`src/rtl/rotator_tx_serializer.sv`:
```
`default_nettype none
// ============================================================================
// Module   : rotator_tx_serializer
// Purpose  : Serialises a rotator output word as start/data/parity/stop frame.
// Revision : 1.0 - initial release
// ============================================================================
module rotator_tx_serializer #(
    parameter int WIDTH        = 8,
    parameter int CLKS_PER_BIT = 4
) (
    input  logic             clk,
    input  logic             reset,
    input  logic [WIDTH-1:0] data_in,
    input  logic             load_valid,
    output logic             load_ready,
    input  logic             lsb_first,
    input  logic             parity_en,
    output logic             tx_out,
    output logic             busy,
    output logic             done
);

    localparam int c_cnt_w = (CLKS_PER_BIT > 1) ? $clog2(CLKS_PER_BIT) : 1;
    localparam int c_idx_w = $clog2(WIDTH);

    localparam logic [c_cnt_w-1:0] c_cnt_max = c_cnt_w'(CLKS_PER_BIT - 1);
    localparam logic [c_cnt_w-1:0] c_cnt_one = c_cnt_w'(1);
    localparam logic [c_idx_w-1:0] c_idx_max = c_idx_w'(WIDTH - 1);
    localparam logic [c_idx_w-1:0] c_idx_one = c_idx_w'(1);

    localparam logic [2:0] c_IDLE   = 3'd0;
    localparam logic [2:0] c_START  = 3'd1;
    localparam logic [2:0] c_DATA   = 3'd2;
    localparam logic [2:0] c_PARITY = 3'd3;
    localparam logic [2:0] c_STOP   = 3'd4;

    logic [2:0]         r_state;
    logic [c_cnt_w-1:0] r_cnt;
    logic [c_idx_w-1:0] r_bit_idx;
    logic [WIDTH-1:0]   r_shift;
    logic               r_lsb_first;
    logic               r_parity_en;
    logic               r_parity;
    logic               r_tx;
    logic               r_busy;
    logic               r_done;

    logic               w_accept;
    logic               w_bit_end;
    logic               w_next_bit;
    logic [WIDTH-1:0]   w_shift_nxt;

    assign load_ready = (r_state == c_IDLE) && !reset;
    assign w_accept   = load_valid && load_ready;
    assign w_bit_end  = (r_cnt == c_cnt_max);

    // The captured word is consumed from whichever end goes out first.
    assign w_next_bit  = r_lsb_first ? r_shift[0] : r_shift[WIDTH-1];
    assign w_shift_nxt = r_lsb_first ? (r_shift >> 1) : (r_shift << 1);

    always_ff @(posedge clk) begin
        if (reset) begin
            r_state     <= c_IDLE;
            r_cnt       <= '0;
            r_bit_idx   <= '0;
            r_shift     <= '0;
            r_lsb_first <= 1'b0;
            r_parity_en <= 1'b0;
            r_parity    <= 1'b0;
            r_tx        <= 1'b1;
            r_busy      <= 1'b0;
            r_done      <= 1'b0;
        end else begin
            r_done <= 1'b0;
            case (r_state)
                c_IDLE: begin
                    r_tx <= 1'b1;
                    if (w_accept) begin
                        r_shift     <= data_in;
                        r_lsb_first <= lsb_first;
                        r_parity_en <= parity_en;
                        r_parity    <= ^data_in;
                        r_cnt       <= '0;
                        r_bit_idx   <= '0;
                        r_tx        <= 1'b0;
                        r_busy      <= 1'b1;
                        r_state     <= c_START;
                    end
                end
                c_START: begin
                    if (w_bit_end) begin
                        r_cnt     <= '0;
                        r_bit_idx <= '0;
                        r_tx      <= w_next_bit;
                        r_shift   <= w_shift_nxt;
                        r_state   <= c_DATA;
                    end else begin
                        r_cnt <= r_cnt + c_cnt_one;
                    end
                end
                c_DATA: begin
                    if (w_bit_end) begin
                        r_cnt <= '0;
                        if (r_bit_idx == c_idx_max) begin
                            r_bit_idx <= '0;
                            if (r_parity_en) begin
                                r_tx    <= r_parity;
                                r_state <= c_PARITY;
                            end else begin
                                r_tx    <= 1'b1;
                                r_state <= c_STOP;
                            end
                        end else begin
                            r_bit_idx <= r_bit_idx + c_idx_one;
                            r_tx      <= w_next_bit;
                            r_shift   <= w_shift_nxt;
                        end
                    end else begin
                        r_cnt <= r_cnt + c_cnt_one;
                    end
                end
                c_PARITY: begin
                    if (w_bit_end) begin
                        r_cnt   <= '0;
                        r_tx    <= 1'b1;
                        r_state <= c_STOP;
                    end else begin
                        r_cnt <= r_cnt + c_cnt_one;
                    end
                end
                c_STOP: begin
                    if (w_bit_end) begin
                        r_cnt   <= '0;
                        r_tx    <= 1'b1;
                        r_busy  <= 1'b0;
                        r_done  <= 1'b1;
                        r_state <= c_IDLE;
                    end else begin
                        r_cnt <= r_cnt + c_cnt_one;
                    end
                end
                default: begin
                    r_cnt   <= '0;
                    r_tx    <= 1'b1;
                    r_busy  <= 1'b0;
                    r_state <= c_IDLE;
                end
            endcase
        end
    end

    assign tx_out = r_tx;
    assign busy   = r_busy;
    assign done   = r_done;

endmodule
`default_nettype wire

```
`config.mk`:
```
export PLATFORM = sky130hd
export DESIGN_NAME = rotator_tx_serializer
export DESIGN_NICKNAME = d
export VERILOG_FILES = /design/src/rtl/rotator_tx_serializer.sv
export SDC_FILE = /design/constraint.sdc
export NUM_CORES = 1
export LEC_CHECK = 0
export ABC_CLOCK_PERIOD_IN_PS = 1900
export CORE_MARGIN = 8
export CORE_UTILIZATION = 30
export DETAILED_ROUTE_END_ITERATION = 7
export MAX_ROUTING_LAYER = met4
export PLACE_DENSITY_LB_ADDON = 0.15
export SLEW_MARGIN = 5
export SYNTH_ARGS = -nofsm -noshare
export SYNTH_HDL_FRONTEND = slang
export SYNTH_SLANG_ARGS = --single-unit
```
`constraint.sdc`:
```
create_clock -name clk -period 1.9 [get_ports clk]
set_input_delay 0.57 -clock clk [delete_from_list [all_inputs] [get_ports clk]]
set_output_delay 0.57 -clock clk [all_outputs]
set_load 0.03 [all_outputs]
```
## Word-level counts from Yosys, hierarchy flattened

Index checks and enable logic that the tools add are counted.

- Register bits: 22
- Latch bits: 0
- Bits in writable memories: 0
- ROM bits: 0
- Output and inout port bits: 4
- Memories kept: 0

- Add/subtract/negate cells: 2
- Multipliers: 0
- Divide/modulo/power cells: 0
- Magnitude comparators: 0
- Equal/unequal tests: 14
- Shift-type cells: 0
- Muxes and demuxes: 33
- Bitwise operators: 2
- Reduce and logical (&&, ||, !) cells: 16

Operators with widths:

| kind | number |
|---|---|
| $mux W8 | 5 |
| $mux W3 | 10 |
| $pmux W8 S3 | 1 |
| $pmux W3 S5 | 1 |
| $ne A2 B2 Y1 const B | 7 |
| $mux W1 | 10 |
| $pmux W3 S3 | 1 |
| $reduce_xor A8 Y1 | 1 |
| $eq A3 B2 Y1 const B | 2 |
| $eq A3 B3 Y1 const B | 2 |
| $reduce_and A3 Y1 | 2 |
| $reduce_and A6 Y1 | 1 |
| $reduce_and A5 Y1 | 1 |
| $mux W2 | 2 |
| $pmux W1 S4 | 1 |
| $pmux W2 S2 | 1 |
| $reduce_and A4 Y1 | 1 |
| $reduce_or A2 Y1 | 2 |
| $reduce_or A4 Y1 | 1 |
| $add A3 B1 Y3 const B | 1 |
| $eq A3 B1 Y1 const B | 1 |
| $logic_not A3 Y1 | 1 |
| $pmux W1 S3 | 1 |
| $reduce_bool A3 Y1 | 1 |
| 8 further kinds | 10 |

## Longest topological paths before layout

- Depth in word-level cells: 5
- Gate-level depth with buffers: 7
- Depth with buffers taken out: 6

## Least setup slack after synthesis

Ideal clock, no wire load.

- Path kind: reg-to-output
- From: register r_state[2]
- To: output port load_ready
- Data arrival time: 1790 ps
- Slack: -460 ps
- Stages on the path, launching flop included: 5
- Path buffers: 3
- Cell sequence: dfxtp_1 -> buf_2 -> clkbuf_1 -> buf_1 -> nor4_1

- Word-level cells in the longest chain between the ends: 2

Ends and longest elaborated chain:

| element | RTL line | text |
|---|---|---|
| start, declared | 37 | `logic [2:0] r_state;` |
| start signal, assigned | 63 | `r_state <= c_IDLE;` |
| start signal, assigned | 87 | `r_state <= c_START;` |
| start signal, assigned | 96 | `r_state <= c_DATA;` |
| $logic_not A3 Y1 | 53 | `assign load_ready = (r_state == c_IDLE) && !reset;` |
| $logic_and A1 B1 Y1 | 53 |  |
| end, declared | 15 | `output logic load_ready,` |

Every way passes these cells.

## Worst setup path after layout

- From: input port reset
- To: output port load_ready

- Word-level cells in the longest chain between the ends: 2

Ends and longest elaborated chain:

| element | RTL line | text |
|---|---|---|
| start, declared | 12 | `input logic reset,` |
| $logic_not A1 Y1 | 53 |  |
| $logic_and A1 B1 Y1 | 53 |  |

Every way passes these cells.

==> impl_results.md <==
- Status: completed
- Worst R2R Start: r_state[0]$_SDFFE_PP0P_
- Startpoint Class: primary input
- Via count: 1279
- Yosys warnings: 0
- Worst Path Arrival: 1.28 ns
- Reg-to-reg endpoint: r_shift[5]$_SDFFE_PP0P_
- Cell count after synthesis: 162
- Share of the synthesized area in the top cell type: 31.9%
- Max-slew headroom: 46.7%
- P&R area growth vs syn: 28.4%
- I/O Pins: 17
- Post-synth EDFFs: 0
- Antenna Nets Post-Route: 0
- CTS tree: built
- Post-Syn Area: 1380 sq um
- Count leader, synth: dfxtp_1
- P_sw: 0.000303 W
- Most common library cells after synthesis: 22 x dfxtp_1, 14 x a21oi_1, 11 x mux2i_1
- Sw Share: 27.1%
- Final min period: 1.85 ns
- Avg Cell Area, Syn: 8.53 sq um
- Leakage: 0.618 nW
- Sequential area share after synthesis: 31.9%
- First-pass GRT wire length: 6030 microns
- GRT Total Usage: 10.5%
- FMAX: 542 MHz
- RSZ-0062 raised after global routing: no
- Power density of the placed cells: 631 nW/um^2
- Hold EP: r_bit_idx[2]$_SDFFE_PP0P_
- Nets: 199
- Share of cells above drive strength 1: 14.8%
- Worst-Skew Late Latency: 0.26 ns
- Antenna violations before repair: 0
- Root buf cell: clkbuf_8
- Clock Skew: 0.00335 ns
- R2R depth: 5
- Worst min path class: reg -> reg
- Vias in the first global route: 1236
- Initial Util: 31.5%
- CP Class: in -> out
- Hold Path Stages: 2
- Max clock buf depth: 2
- Grt total ovfl: 0
- Number of DRC markers in iteration 0: 88
- Largest net degree at the start of global routing: 17
- Worst-path clk slew: 0.08 ns
- Cell taking the most area after synthesis: dfxtp_1
- CTS Sinks: 22
- Min-delay src: r_bit_idx[2]$_SDFFE_PP0P_
- FF+latch count, synth: 22
- Post_cts resized: 11
- VDD IR max: 0.225 mV
- Largest cells by area after synthesis: dfxtp_1 32%, mux2i_1 8.0%, a21oi_1 5.1%, xnor2_1 5.1%, o21a_1 4.3%
- Diodes inserted: 0
- Residual DRC: 0
- Flop2flop setup slack: 0.17 ns
- Minimum hold slack: 0.460 ns
- Max cap viols: 0
- Final setup fails: 0
- Asr flop ratio synth: 0%
- Final Hold Vio Count: 0
- Cts hold-fix bufs: 0
- Tcrit/Tclk final: 97.2%
- Post-placement cell count: 229
- Post-CTS Setup Bufs: 0
- Row cnt: 24
- Wirelength, routed: 3650 microns
- Die width: 83.9 microns
- Vias/cell: 5.47
- CTS buffer count: 3
- Setup_tns: 0 ns
- CP Max Fanout: 12
- Main synth FF type: dfxtp_1
- Mapped Nets: 178
- Final cell count without fillers: 234
- Synth unique cells: 39
- CTS H-tree depth: 1
- Drt wl/cell: 15.6 microns
- Crit. End Element: primary output
- Clk network pwr share: 30.1%
- DIE AREA: 7030 sq um
- Core ar.: 4380 sq um
- Combinational power share: 24.2%
- Slew Limit Fails: 0
- Pint: 0.000816 W
- Sequential share of power: 45.7%
- Die outline height: 83.9 microns
- Router iterations before antenna repair: 4
- Port buffer count: 16
- Routability cong.: 0.817
- CP Data Required Time: 1.33 ns
- Worst-Margin Slew: 0.794 ns
- Final HPWL DP: 2680 microns
==> flip-flops by register name, indices dropped and copies added, names as in the netlist, 2 cells and up <==
signal / cells
r_bit_idx: 3
r_cnt: 2
r_shift: 8
r_state: 3
==> stage by stage <==
stage                     power (W)  setup slack [ns]  cell area, sq um  utilization [%]
after floorplan            0.000686            0.0406              1400                -
after detailed placement   0.000777            -0.377              1650             37.7
after global placement     0.000774            -0.381              1650             37.7
after global routing        0.00118            0.0101              1770             40.5
after CTS                   0.00114            0.0312              1770             40.5
final                       0.00112            0.0534              1770             40.5
==> cell usage in the layout (no fill, tap or decap), drive strengths merged, types with 2 or more instances in the layout <==
cell type	n
a31oi	6
nor3	8
o21a	8
a311oi	2
a211oi	3
nor3b	6
nand2	5
nand3	3
nor2	10
or4b	2
ha	3
buf	15
a21oi	14
mux2i	11
nand2b	2
o21ai	9
clkdlybuf4s50	13
nor2b	4
xnor2	8
dfxtp	22
clkbuf	4
nand3b	3
nor4	2
o211ai	6
==> worst max-delay path, stage by stage <==
cell             delay, ns
clkdlybuf4s15_2       0.23
buf_12                0.16
nor4_4                0.15
buf_6                 0.17
==> layer usage <==
metal	GRT usage, %	part of all wire (%)	up-vias
met5	-	0	-
met4	3.30	0.52	0
met3	2.15	3.5	2
met2	17.4	51	26
met1	12.3	45	608
li1	-	-	643
==> power groups by stage <==
stage	Clock (W)	Combinational, W	Sequential (W)
6_report	0.000337	0.000271	0.000512
3_3_place_gp	0	0.000253	0.000521
3_5_place_dp	0	0.000254	0.000523
5_1_grt	0.000373	0.000293	0.000515
2_1_floorplan	0	0.000168	0.000518
4_1_cts	0.000355	0.000273	0.000512
==> kinds of logic after synthesis <==
family	Yosys count	synth area share, %
AOI/OAI and AO/OA	51	24.5
xor gates and xnor gates	8	5.07
adders and majority gates	3	2.72
buffers and inverters	15	5.07
DFF	22	31.9
muxes	11	7.97
and+or+nand+nor	52	22.8
==> worst max path at each step <==
stage,startpoint,to,slack [ns],cells after the start
after floorplan,r_state[2]$_SDFFE_PP0P_,load_ready,0.04,4
after global placement,load_valid,r_shift[6]$_SDFFE_PP0P_,-0.38,6
after detailed placement,load_valid,r_shift[5]$_SDFFE_PP0P_,-0.38,6
after CTS,busy$_SDFFE_PP0P_,busy,0.03,1
after global routing,busy$_SDFFE_PP0P_,busy,0.01,1
final,reset,load_ready,0.05,4
==> final cells by class <==
class,count,area (sq um)
multi-input cells,125,895
repair buffers,31,319
clock buffers,4,55.1
flip-flops and latches,22,440
fillers,462,2610
well taps,52,65.1
Power figures use the tool's default switching activity.
